<file path="src/rtl/mem_port_arbiter.sv">
// Arbitrates a fetch port and a data port onto one memory port, one transaction outstanding at a time.
// Define MEM_ARB_ROUND_ROBIN_EN for round-robin tie breaking; otherwise the data port wins ties.
module mem_port_arbiter (
  input  logic        soc_clk,
  input  logic        resetn,
  input  logic        i_req,
  input  logic [63:0] i_addr,
  output logic        i_gnt,
  output logic        i_rvalid,
  output logic [63:0] i_rdata,
  input  logic        d_req,
  input  logic        d_we,
  input  logic [7:0]  d_wstrb,
  input  logic [63:0] d_addr,
  input  logic [63:0] d_wdata,
  output logic        d_gnt,
  output logic        d_rvalid,
  output logic [63:0] d_rdata,
  output logic        m_req,
  output logic        m_we,
  output logic [7:0]  m_wstrb,
  output logic [63:0] m_addr,
  output logic [63:0] m_wdata,
  input  logic        m_gnt,
  input  logic        m_rvalid,
  input  logic [63:0] m_rdata
);

  typedef enum logic [1:0] {IDLE, ISSUE, WAIT} state_t;

  state_t      state_q, state_d;
  logic        owner_q, owner_d;
  logic [63:0] addr_q, addr_d;
  logic [63:0] wdata_q, wdata_d;
  logic        we_q, we_d;
  logic [7:0]  wstrb_q, wstrb_d;
  logic        pick_data;

`ifdef MEM_ARB_ROUND_ROBIN_EN
  logic        last_data_q, last_data_d;

  // On a tie the port that did not win last time goes next.
  always_comb begin
    pick_data = d_req && (!i_req || !last_data_q);
  end
`else
  always_comb begin
    pick_data = d_req;
  end
`endif

  assign i_rdata = m_rdata;
  assign d_rdata = m_rdata;
  assign m_addr  = addr_q;
  assign m_we    = we_q;
  assign m_wstrb = wstrb_q;
  assign m_wdata = wdata_q;

  always_comb begin
    state_d  = state_q;
    owner_d  = owner_q;
    addr_d   = addr_q;
    wdata_d  = wdata_q;
    we_d     = we_q;
    wstrb_d  = wstrb_q;
`ifdef MEM_ARB_ROUND_ROBIN_EN
    last_data_d = last_data_q;
`endif
    i_gnt    = 1'b0;
    d_gnt    = 1'b0;
    i_rvalid = 1'b0;
    d_rvalid = 1'b0;
    m_req    = 1'b0;

    case (state_q)
      IDLE: begin
        if (i_req || d_req) begin
          i_gnt   = !pick_data;
          d_gnt   = pick_data;
          owner_d = pick_data;
          state_d = ISSUE;
`ifdef MEM_ARB_ROUND_ROBIN_EN
          last_data_d = pick_data;
`endif
          if (pick_data) begin
            addr_d  = d_addr;
            we_d    = d_we;
            wstrb_d = d_we ? d_wstrb : 8'h00;
            wdata_d = d_wdata;
          end else begin
            addr_d  = i_addr;
            we_d    = 1'b0;
            wstrb_d = 8'h00;
            wdata_d = 64'h0;
          end
        end
      end
      ISSUE: begin
        m_req = 1'b1;
        if (m_gnt) state_d = WAIT;
      end
      WAIT: begin
        if (m_rvalid) begin
          i_rvalid = !owner_q;
          d_rvalid = owner_q;
          state_d  = IDLE;
        end
      end
      default: state_d = IDLE;
    endcase

    // Reset overrides everything, including the combinational handshakes.
    if (!resetn) begin
      i_gnt    = 1'b0;
      d_gnt    = 1'b0;
      i_rvalid = 1'b0;
      d_rvalid = 1'b0;
      m_req    = 1'b0;
    end
  end

  always_ff @(posedge soc_clk) begin
    if (!resetn) begin
      state_q <= IDLE;
      owner_q <= 1'b0;
      addr_q  <= 64'h0;
      wdata_q <= 64'h0;
      we_q    <= 1'b0;
      wstrb_q <= 8'h00;
`ifdef MEM_ARB_ROUND_ROBIN_EN
      last_data_q <= 1'b0;
`endif
    end else begin
      state_q <= state_d;
      owner_q <= owner_d;
      addr_q  <= addr_d;
      wdata_q <= wdata_d;
      we_q    <= we_d;
      wstrb_q <= wstrb_d;
`ifdef MEM_ARB_ROUND_ROBIN_EN
      last_data_q <= last_data_d;
`endif
    end
  end

endmodule

</file>
<file path="config.mk">
export PLATFORM = sky130hd
export DESIGN_NAME = mem_port_arbiter
export DESIGN_NICKNAME = d
export VERILOG_FILES = /design/src/rtl/mem_port_arbiter.sv
export SDC_FILE = /design/constraint.sdc
export NUM_CORES = 1
export LEC_CHECK = 0
export ABC_CLOCK_PERIOD_IN_PS = 2000
export BUFFER_PORTS_ARGS = -buffer_cell sky130_fd_sc_hd__clkbuf_2
export CORE_AREA = 2 2 208 210
export CTS_CLUSTER_DIAMETER = 60
export DETAILED_ROUTE_END_ITERATION = 16
export DIE_AREA = 0 0 210 212
export PLACE_DENSITY = 0.47
export SYNTH_ARGS = -nofsm -noshare
export SYNTH_HDL_FRONTEND = slang
export SYNTH_SLANG_ARGS = --single-unit
</file>
<file path="constraint.sdc">
create_clock -name soc_clk -period 2 [get_ports soc_clk]
set_clock_uncertainty 0.1 [all_clocks]
set_input_delay 0 -clock soc_clk [delete_from_list [all_inputs] [get_ports soc_clk]]
set_output_delay 0 -clock soc_clk [all_outputs]
set_load 0.01 [all_outputs]
</file>
==> results of run 1 <==
==> kinds of logic after synthesis <==
logic type | count (synthesis)
AO/OA/AOI/OAI | 214
buffers and inverters | 185
flip-flops | 140
multiplexers | 64
AND/OR/NAND/NOR | 24
==> metrics by stage <==
step	hold slack, ns	setup slack, ns	util, %
after floorplan	-0.00823	0.599	-
after global placement	-0.0999	0.319	18.1
after detailed placement	-0.0999	0.280	18.1
==> flow_summary.json, run 1 <==
{
  "yosysWarnings": 0,
  "clock-sinks": 140,
  "cts_hold_buf": 277,
  "yosys.area_share.simple_pct": 2.42,
  "port_buffers": 348,
  "rows": 76,
  "synth.largest_area_cell": "dfxtp_1",
  "synth_nets": 898,
  "gp_congestion": 0.760,
  "cts-root-buf": "clkbuf_16",
  "die_h_um": 212,
  "dp.cells": 1350,
  "ys_seq_area_share_pct": 44.1,
  "synth_edf_count": 0,
  "mappedNetlistArea_um2": 6360,
  "ys_seq_elements": 140,
  "synth_compound_area_share_pct": 23.4,
  "synth.distinct_cells": 29,
  "synth-xor-area-share_pct": 0,
  "synth_top_area_share_pct": 44.1,
  "cts-resized-gates": 0,
  "ios": 541,
  "synth_area_leaders": "dfxtp_1 44%, buf_4 15%, mux2i_1 10%, a22o_1 8.8%, a211oi_1 7.7%",
  "synthFlopType": "dfxtp_1",
  "cts_max_path_buffers": 2,
  "tool.error": "[ERROR RSZ-0060] Max buffer count reached.",
  "haltStage": "clock tree synthesis (4_1_cts)",
  "dp_hpwl_um": 16300,
  "synth_top_family_by_area": "compound AO/OA/AOI/OAI gates",
  "syn_inst": 627,
  "dpl_cell_area_um2": 7690,
  "initial_utilization_pct": 15.0,
  "cts-buffers-inserted": 17,
  "synth_mux_area_share_pct": 10.1,
  "synth.most_common_cell": "dfxtp_1",
  "run_status": "did not finish",
  "die_width_um": 210,
  "async_flop_share_pct": 0,
  "syn_avg_cell_area_um2": 10.1,
  "cts_setup_buffers": 0,
  "synth-adder-area-share_pct": 0,
  "htree_levels": 4,
  "synthTopCellsByCount": "140 x dfxtp_1, 129 x buf_4, 73 x a21oi_1"
}
==> run 2, diff against run 1 <==
- CTS_CLUSTER_DIAMETER: 60 -> unset
- PLACE_DENSITY: 0.47 -> unset
- PLACE_DENSITY_LB_ADDON: unset -> 0.15
==> run 2 against run 1 <==
Effect of this change: synthesized cell count unchanged; area after synthesis unchanged; the run now ends clean.
==> flow_summary.json, run 2 <==
{
  "drcViolationCount": 0,
  "syn_avg_cell_area_um2": 10.1,
  "rsz0062_at_grt": "false",
  "fin_setup_tns_ns": 0,
  "cts_max_path_buffers": 2,
  "layout_commonest_cell": "clkbuf_2",
  "synth-adder-area-share_pct": 0,
  "fillCellCount": 4568,
  "startpoint": "state_q[1]",
  "min_period_over_period_pct": 90.7,
  "synth-xor-area-share_pct": 0,
  "slew_headroom_pct": 60.2,
  "setup_viol_count_final": 0,
  "gp_congestion": 0.649,
  "worst_ep_required_time_ns": 1.90,
  "synth_area_leaders": "dfxtp_1 44%, buf_4 15%, mux2i_1 10%, a22o_1 8.8%, a211oi_1 7.7%",
  "ys_seq_elements": 140,
  "vias": 6399,
  "wirelength_um": 26200,
  "wl_per_cell_um": 15.7,
  "cts_tree": "done",
  "final_cell_mix": "347 x clkbuf_2, 270 x dlygate4sd3_1, 140 x dfxtp_1",
  "grt_pass1_vias": 6391,
  "fmax_ghz": 0.551,
  "core_um2": 42500,
  "die_width_um": 210,
  "crit_path_end_kind": "primary output",
  "synth_compound_area_share_pct": 23.4,
  "slew_violations": 0,
  "rows": 76,
  "synth_edf_count": 0,
  "cts-root-buf": "clkbuf_16",
  "final_core_utilization_pct": 26.1,
  "yosys.area_share.simple_pct": 2.42,
  "fin_ws_ns": 0.186,
  "p_total_w": 0.00861,
  "synthFlopType": "dfxtp_1",
  "drtAntennaViolNets": 0,
  "leakage_nw": 5.06,
  "area_growth_pct": 74.8,
  "tightest_slew_ns": 0.597,
  "cap_violations": 0,
  "clk_pin_slew_ns": 0.07,
  "hold_path.class": "input pin to flip-flop",
  "dp_hpwl_um": 17400,
  "ys_seq_area_share_pct": 44.1,
  "clock-sinks": 140,
  "port_buffers": 348,
  "clk_latency_ns": 0.47,
  "dr.pass1.iters": 4,
  "die_h_um": 212,
  "overflow": 0,
  "synth_mux_area_share_pct": 10.1,
  "crit_fanout": 33,
  "htree_levels": 4,
  "synthTopCellsByCount": "140 x dfxtp_1, 129 x buf_4, 73 x a21oi_1",
  "post-route-min-period_ns": 1.81,
  "initial_utilization_pct": 15.0,
  "power_density_nw_per_um2": 775,
  "grt_pass1_wl_um": 37400,
  "synth.largest_area_cell": "dfxtp_1",
  "grt_usage_pct": 11.5,
  "mappedNetlistArea_um2": 6360,
  "drive_above_1_share_pct": 36.4,
  "run_status": "finished clean",
  "regArea_um2": 2800,
  "dpl_cell_area_um2": 7740,
  "syn_inst": 627,
  "synth_nets": 898,
  "ir_drop_v": 0.000441,
  "timing.rr.start": "state_q[1]",
  "drt_iter0_markers": 169,
  "synth_top_area_share_pct": 44.1,
  "drt-vias-per-instance": 3.85,
  "ios": 541,
  "yosysWarnings": 0,
  "nets": 1371,
  "fp.dieArea_um2": 44500,
  "design_area_um2": 11100,
  "synth_top_family_by_area": "compound AO/OA/AOI/OAI gates",
  "cp-start-kind": "flip-flop",
  "synth.most_common_cell": "dfxtp_1",
  "multiInputGateArea_um2": 2300,
  "grt_max_degree": 66,
  "final_hold_viol_count": 0,
  "dp_slack_ns": 0.349,
  "antenna_found_initial": 2,
  "worstHoldStart": "d_req",
  "async_flop_share_pct": 0,
  "cts-buffers-inserted": 17,
  "cp.arrival_ns": 1.71,
  "crit_type": "flip-flop to primary output",
  "synth.distinct_cells": 29
}
==> run 2: cell counts after synthesis <==
No cell type changed its count.
==> run 2: repair_timing <==
item,4_1_cts,5_1_grt
endpoints found under the hold margin,267,0
gates resized for setup,0,0
endpoints found under the setup margin,1,1
hold buffers,270,0
cloned,1,0
pin swaps,0,1
buffers inserted,0,1
==> run 2: through the flow <==
stage,cells,hold WS [ns]
5_1_grt,1661,0.0402
4_1_cts,1658,0.00958
6_report,1661,0.0486
2_1_floorplan,627,-0.00823
3_5_place_dp,1355,-0.0999
3_3_place_gp,1355,-0.0999
==> run 2: critical path, stage by stage, from the launching register on <==
cell and delay [ns]:
dfxtp_1 0.39, nand2b_4 0.20, nor3b_4 0.23, buf_12 0.23, clkbuf_2 0.17
==> run 2: power breakdown <==
part / total [W] / switching [W] / internal (W)
Sequential: 0.00318 / 0.000141 / 0.00304
Clock: 0.00346 / 0.00142 / 0.00204
Combinational: 0.00198 / 0.000956 / 0.00102
Total: 0.00861 / 0.00252 / 0.00609
==> run 2: metal layers <==
metal,vias up,global-route usage (%),share of wire [%],routed length [um]
met2,316,19.4,49,12800
met1,2960,12.4,40,10500
met4,0,4.72,2.0,513
li1,3097,-,-,-
met5,-,0,0,0
met3,26,5.57,8.9,2320
==> run 2: cells by family after synthesis <==
logic type,count (synthesis)
compound gates,214
buf+inv,185
flops,140
mux,64
simple gates,24
==> run 2: path summary, 6_finish.rpt <==
check | end | depth (start not counted) | slack [ns]
setup / recovery | d_gnt | 4 | 0.19
hold / removal | m_wstrb[3] | 4 | 0.05
setup reg to reg | m_wdata[9] | 5 | 0.29
hold reg to reg | m_wdata[54] | 1 | 0.37
==> run 2: area by class of cell <==
type	instances	area share, %
Clock inverter	12	1.46
Antenna cell	2	0.0450
Sequential cell	140	25.2
Tap cell	546	6.15
Inverter	3	0.101
Timing Repair Buffer	636	42.2
Clock buffer	20	4.11
Multi-Input combinational cell	302	20.7
(Power assumes the default switching activity.)
==> run 3, diff against run 2 <==
--- a/constraint.sdc
+++ b/constraint.sdc
@@ -4,2 +4,2 @@
 set_output_delay 0 -clock soc_clk [all_outputs]
-set_load 0.01 [all_outputs]
+set_load 0.005 [all_outputs]
==> run 3 against run 2 <==
Effect of this change: combinational power decreased by 8%; routed wire length decreased by 2.6%; flip-flop and latch count unchanged; sequential share of layout area decreased by 0.057 points; critical endpoint unchanged; largest cell class unchanged.
==> flow_summary.json, run 3 (synthesized netlist as in run 2, its figures left out) <==
{
  "antenna_cells": 0,
  "fin_ws_ns": 0.111,
  "overflow": 0,
  "crit_path_end_kind": "primary output",
  "cts_setup_buffers": 0,
  "worst_ep_required_time_ns": 1.90,
  "rsz0062_at_grt": "false",
  "min_period_over_period_pct": 94.4,
  "drt-vias-per-instance": 3.84,
  "clk_latency_ns": 0.44,
  "slew_violations": 0,
  "cp.arrival_ns": 1.79,
  "port_buffers": 348,
  "initial_utilization_pct": 15.0,
  "drive_above_1_share_pct": 36.2,
  "antenna_found_initial": 0,
  "ios": 541,
  "htree_levels": 4,
  "ir_drop_v": 0.000526,
  "slowest_stage": "dfxtp_1",
  "hold_path.class": "input pin to flip-flop",
  "area_growth_pct": 75.2,
  "drt_iter0_markers": 150,
  "clk_pin_slew_ns": 0.06,
  "fin_setup_tns_ns": 0,
  "layout_commonest_cell": "clkbuf_2",
  "hold_ws_ns": 0.113,
  "leakage_nw": 5.07,
  "final_core_utilization_pct": 26.2,
  "clock-sinks": 140,
  "drcViolationCount": 0,
  "slew_headroom_pct": 60.9,
  "cts_max_path_buffers": 2,
  "wl_per_cell_um": 15.4,
  "rows": 76,
  "gp_congestion": 0.658,
  "p_total_w": 0.00874,
  "grt_max_degree": 67,
  "power_density_nw_per_um2": 784,
  "cp_cell_sequence": "nand2b_4 > nor3b_4 > clkbuf_16 > clkbuf_2",
  "dp_slack_ns": 0.323,
  "post-route-min-period_ns": 1.89,
  "cpPeakStageDelay_ns": 0.38,
  "final_cell_mix": "347 x clkbuf_2, 270 x dlygate4sd3_1, 140 x dfxtp_1",
  "cap_violations": 0,
  "run_status": "finished clean",
  "vias": 6360,
  "cts-root-buf": "clkbuf_16",
  "dp_hpwl_um": 17100,
  "fmax_ghz": 0.530,
  "nets": 1368,
  "dr.pass1.iters": 4,
  "die_width_um": 210,
  "final_hold_viol_count": 0,
  "wirelength_um": 25500,
  "die_h_um": 212,
  "grt_usage_pct": 11.1,
  "setup_viol_count_final": 0,
  "grt_pass1_vias": 6354,
  "core_um2": 42500,
  "cts-buffers-inserted": 17,
  "cts_tree": "done",
  "tightest_slew_ns": 0.586,
  "crit_type": "flip-flop to primary output",
  "crit_fanout": 66,
  "cp-start-kind": "flip-flop",
  "grt_pass1_wl_um": 36800,
  "drtAntennaViolNets": 0,
  "fp.dieArea_um2": 44500
}
-- run 3: cell count changes in the layout (fill, tap and decap cells not counted), sizes merged --
cell	change
clkinv	-2
diode	-2
bufinv	+3
clkinvlp	-1
bufbuf	-1
buf	-3
inv	+1
-- run 3: area by class of cell --
cell class,instances,area [um^2]
Clock buffer,19,443
Clock inverter,13,236
Fill cell,4570,31400
Inverter,3,11.3
Multi-Input combinational cell,302,2300
Sequential cell,140,2800
Tap cell,546,683
Timing Repair Buffer,633,4660
-- run 3: worst max-delay path: cells and delay by family (launching register included) --
kind          cells  cell delay [ns]
flops             1             0.38
buf+inv           2             0.49
simple gates      2             0.41
-- run 3: what timing repair did --
action,in CTS,in global routing
resized for setup,0,1
hold endpoints to repair,267,0
hold buffers,270,0
endpoints found under the setup margin,0,1
-- run 3: where the power goes --
| group | switching (W) | internal (W) |
|---|---|---|
| registers | 0.000134 | 0.00304 |
| clock network | 0.00136 | 0.00239 |
| logic | 0.000810 | 0.00101 |
-- run 3: path summary, 6_finish.rpt --
| path | from | end | slack, ns | cells past startpoint |
|---|---|---|---|---|
| min | d_req | m_wstrb[6] | 0.11 | 4 |
| max reg2reg | state_q[0] | m_wstrb[7] | 0.34 | 5 |
| min reg2reg | m_wdata[49] | m_wdata[49] | 0.37 | 1 |
| max | state_q[1] | d_gnt | 0.11 | 4 |
-- run 3: metal layers --
layer / wire [um] / vias up / GRT usage (%)
li1: - / 3094 / -
met1: 10200 / 2917 / 12.4
met2: 12400 / 318 / 18.8
met3: 2130 / 31 / 3.96
met4: 737 / 0 / 5.43
met5: 0 / - / 0
-- run 3: through the flow --
step	cell area (um^2)	cells
3_5_place_dp	7750	1354
3_3_place_gp	7750	1354
6_report	11100	1656
4_1_cts	11100	1656
2_1_floorplan	6360	627
5_1_grt	11100	1656
==> run 4, diff against run 3 <==
- ABC_CLOCK_PERIOD_IN_PS: 2000 -> 2250
- CORE_AREA: 2 2 208 210 -> 2 2 212 214
- DIE_AREA: 0 0 210 212 -> 0 0 214 216
- clock period: 2 -> 2.25 ns (I/O delays scaled with it)
==> run 4 against run 3 <==
Effect of this change: worst hold slack better by 0.069 ns; worst setup slack improved by 0.056 ns; flip-flop and latch count stayed put; highest routed layer unchanged; largest power group unchanged; count of clock-buffer cells in the layout is the same; critical path depth stayed put; cell count rose by 4.0%; final area grew 1.0%; sequential power fell by 11%; clock power is 24% lower; via count is 1.6% higher; sequential share of layout area is 0.25 points lower; largest cell class unchanged.
==> flow_summary.json, run 4 (synthesized netlist as in run 2, its figures left out) <==
{
  "run_status": "finished clean",
  "final_core_utilization_pct": 25.7,
  "vias": 6463,
  "area_growth_pct": 77.0,
  "cts-root-buf": "clkbuf_16",
  "cts-buffers-inserted": 17,
  "post-route-min-period_ns": 2.08,
  "crit_fanout": 11,
  "final_cell_mix": "347 x clkbuf_2, 283 x dlygate4sd3_1, 140 x dfxtp_1",
  "timing.rr.start": "state_q[0]",
  "cts_tree": "done",
  "initial_utilization_pct": 14.5,
  "gp_congestion": 0.790,
  "pwr-share-clk_pct": 39.0,
  "port_buffers": 348,
  "setup_viol_count_final": 0,
  "tightest_slew_ns": 0.916,
  "cp.arrival_ns": 2.40,
  "crit_type": "flip-flop to flip-flop",
  "dp_hpwl_um": 16900,
  "drtAntennaViolNets": 0,
  "grt_use_met1_pct": 11.8,
  "cpPeakStageDelay_ns": 0.63,
  "min_period_over_period_pct": 92.6,
  "rows": 77,
  "critical_path.top_delay_family": "compound AO/OA/AOI/OAI gates",
  "wirelength_um": 25300,
  "dp_slack_ns": 0.465,
  "fp.dieArea_um2": 46200,
  "ir_drop_v": 0.000388,
  "antenna_found_initial": 1,
  "fin_setup_tns_ns": 0,
  "clk_latency_ns": 0.47,
  "htree_levels": 4,
  "hold_path.class": "input pin to flip-flop",
  "grt_max_degree": 74,
  "slew_headroom_pct": 39.0,
  "die_h_um": 216,
  "switching_share_pct": 27.6,
  "pwr-share-seq_pct": 38.7,
  "cap_violations": 0,
  "layout_commonest_cell": "clkbuf_2",
  "dr.pass1.iters": 4,
  "busiest_layer": "met2",
  "power_density_nw_per_um2": 649,
  "power_switching_w": 0.00202,
  "clock-sinks": 140,
  "slew_violations": 0,
  "wl_per_cell_um": 14.7,
  "rrSetupSlack_ns": 0.17,
  "grt_usage_pct": 11.0,
  "final_hold_viol_count": 0,
  "hold_ws_ns": 0.182,
  "clk_pin_slew_ns": 0.07,
  "fin_ws_ns": 0.167,
  "drt_iter0_markers": 183,
  "grt_pass1_vias": 6775,
  "path_buf_inv": 1,
  "cts_max_path_buffers": 2,
  "fmax_ghz": 0.480,
  "worst_ep_required_time_ns": 2.57,
  "p_int_w": 0.00528,
  "use_met2_pct": 18.1,
  "overflow": 0,
  "worstHoldStart": "d_req",
  "rsz0062_at_grt": "false",
  "fillCellCount": 4687,
  "leakage_nw": 5.10,
  "drive_above_1_share_pct": 36.2,
  "core_um2": 43800,
  "startpoint": "state_q[0]",
  "drcViolationCount": 0,
  "slowest_stage": "dfxtp_1",
  "drt-vias-per-instance": 3.75,
  "nets": 1389,
  "ios": 541,
  "crit_path_end_kind": "flip-flop",
  "cp-start-kind": "flip-flop",
  "cp_cell_sequence": "nor2_4 > a21oi_4 > a22o_1 > dlygate4sd3_1",
  "grt_pass1_wl_um": 38500,
  "use_met3_pct": 5.60,
  "pwr-share-comb_pct": 22.3,
  "die_width_um": 214
}
run 4: cell types whose count changed in the layout (fill, tap and decap cells not counted), sizes merged, moves of 3 or more:
cell / previous run / this run
dlygate4sd3: 270 / 283
buf: 15 / 24
clkinv: 3 / 7
bufinv: 6 / 2
inv: 6 / 3
run 4: path summary, 6_finish.rpt:
kind	end	cells after the start
hold / removal	m_addr[41]	5
setup / recovery	m_wdata[13]	4
hold reg to reg	m_wdata[60]	1
setup reg to reg	m_wdata[13]	4
run 4: worst reg2reg max path, cell delays in order, from the launching register on:
cell	delay [ns]
dfxtp_1	0.63
nor2_4	0.10
a21oi_4	0.45
a22o_1	0.21
dlygate4sd3_1	0.54
run 4: per-stage QoR:
stage | power [W] | area (um^2) | std cells
after global routing | 0.00776 | 11200 | 1721
after floorplan | 0.00361 | 6360 | 627
after CTS | 0.00751 | 11200 | 1718
final | 0.00730 | 11200 | 1722
after global placement | 0.00406 | 7820 | 1405
after detailed placement | 0.00406 | 7820 | 1405
run 4: cell type report:
| cell class | instances | area (um^2) | share of cell area [%] |
|---|---|---|---|
| inverters | 3 | 11.3 | 0.100 |
| well taps | 592 | 741 | 6.58 |
| clock buffers | 19 | 453 | 4.03 |
| diodes | 1 | 2.50 | 0.0222 |
| multi-input cells | 302 | 2290 | 20.4 |
| repair buffers | 654 | 4820 | 42.9 |
| flip-flops and latches | 140 | 2800 | 24.9 |
| clock inverters | 11 | 121 | 1.08 |
run 4: routing by layer:
metal	wire (um)	part of all wire [%]	vias to the layer above
li1	-	-	3138
met1	10200	40	2945
met2	11900	47	342
met3	2500	9.9	38
met4	699	2.8	0
met5	0	0	-
run 4: power groups by stage:
stage          clock network (W)  logic (W)  registers [W]
6_report                 0.00284    0.00163        0.00282
5_1_grt                  0.00311    0.00179        0.00285
4_1_cts                  0.00303    0.00166        0.00283
3_5_place_dp                   0    0.00118        0.00288
3_3_place_gp                   0    0.00119        0.00287
2_1_floorplan                  0   0.000731        0.00288
run 4: what timing repair did:
item,CTS,global route
endpoints found under the hold margin,267,0
buffers inserted,0,3
gates resized for setup,0,0
hold buffers,283,0
endpoints found under the setup margin,0,3
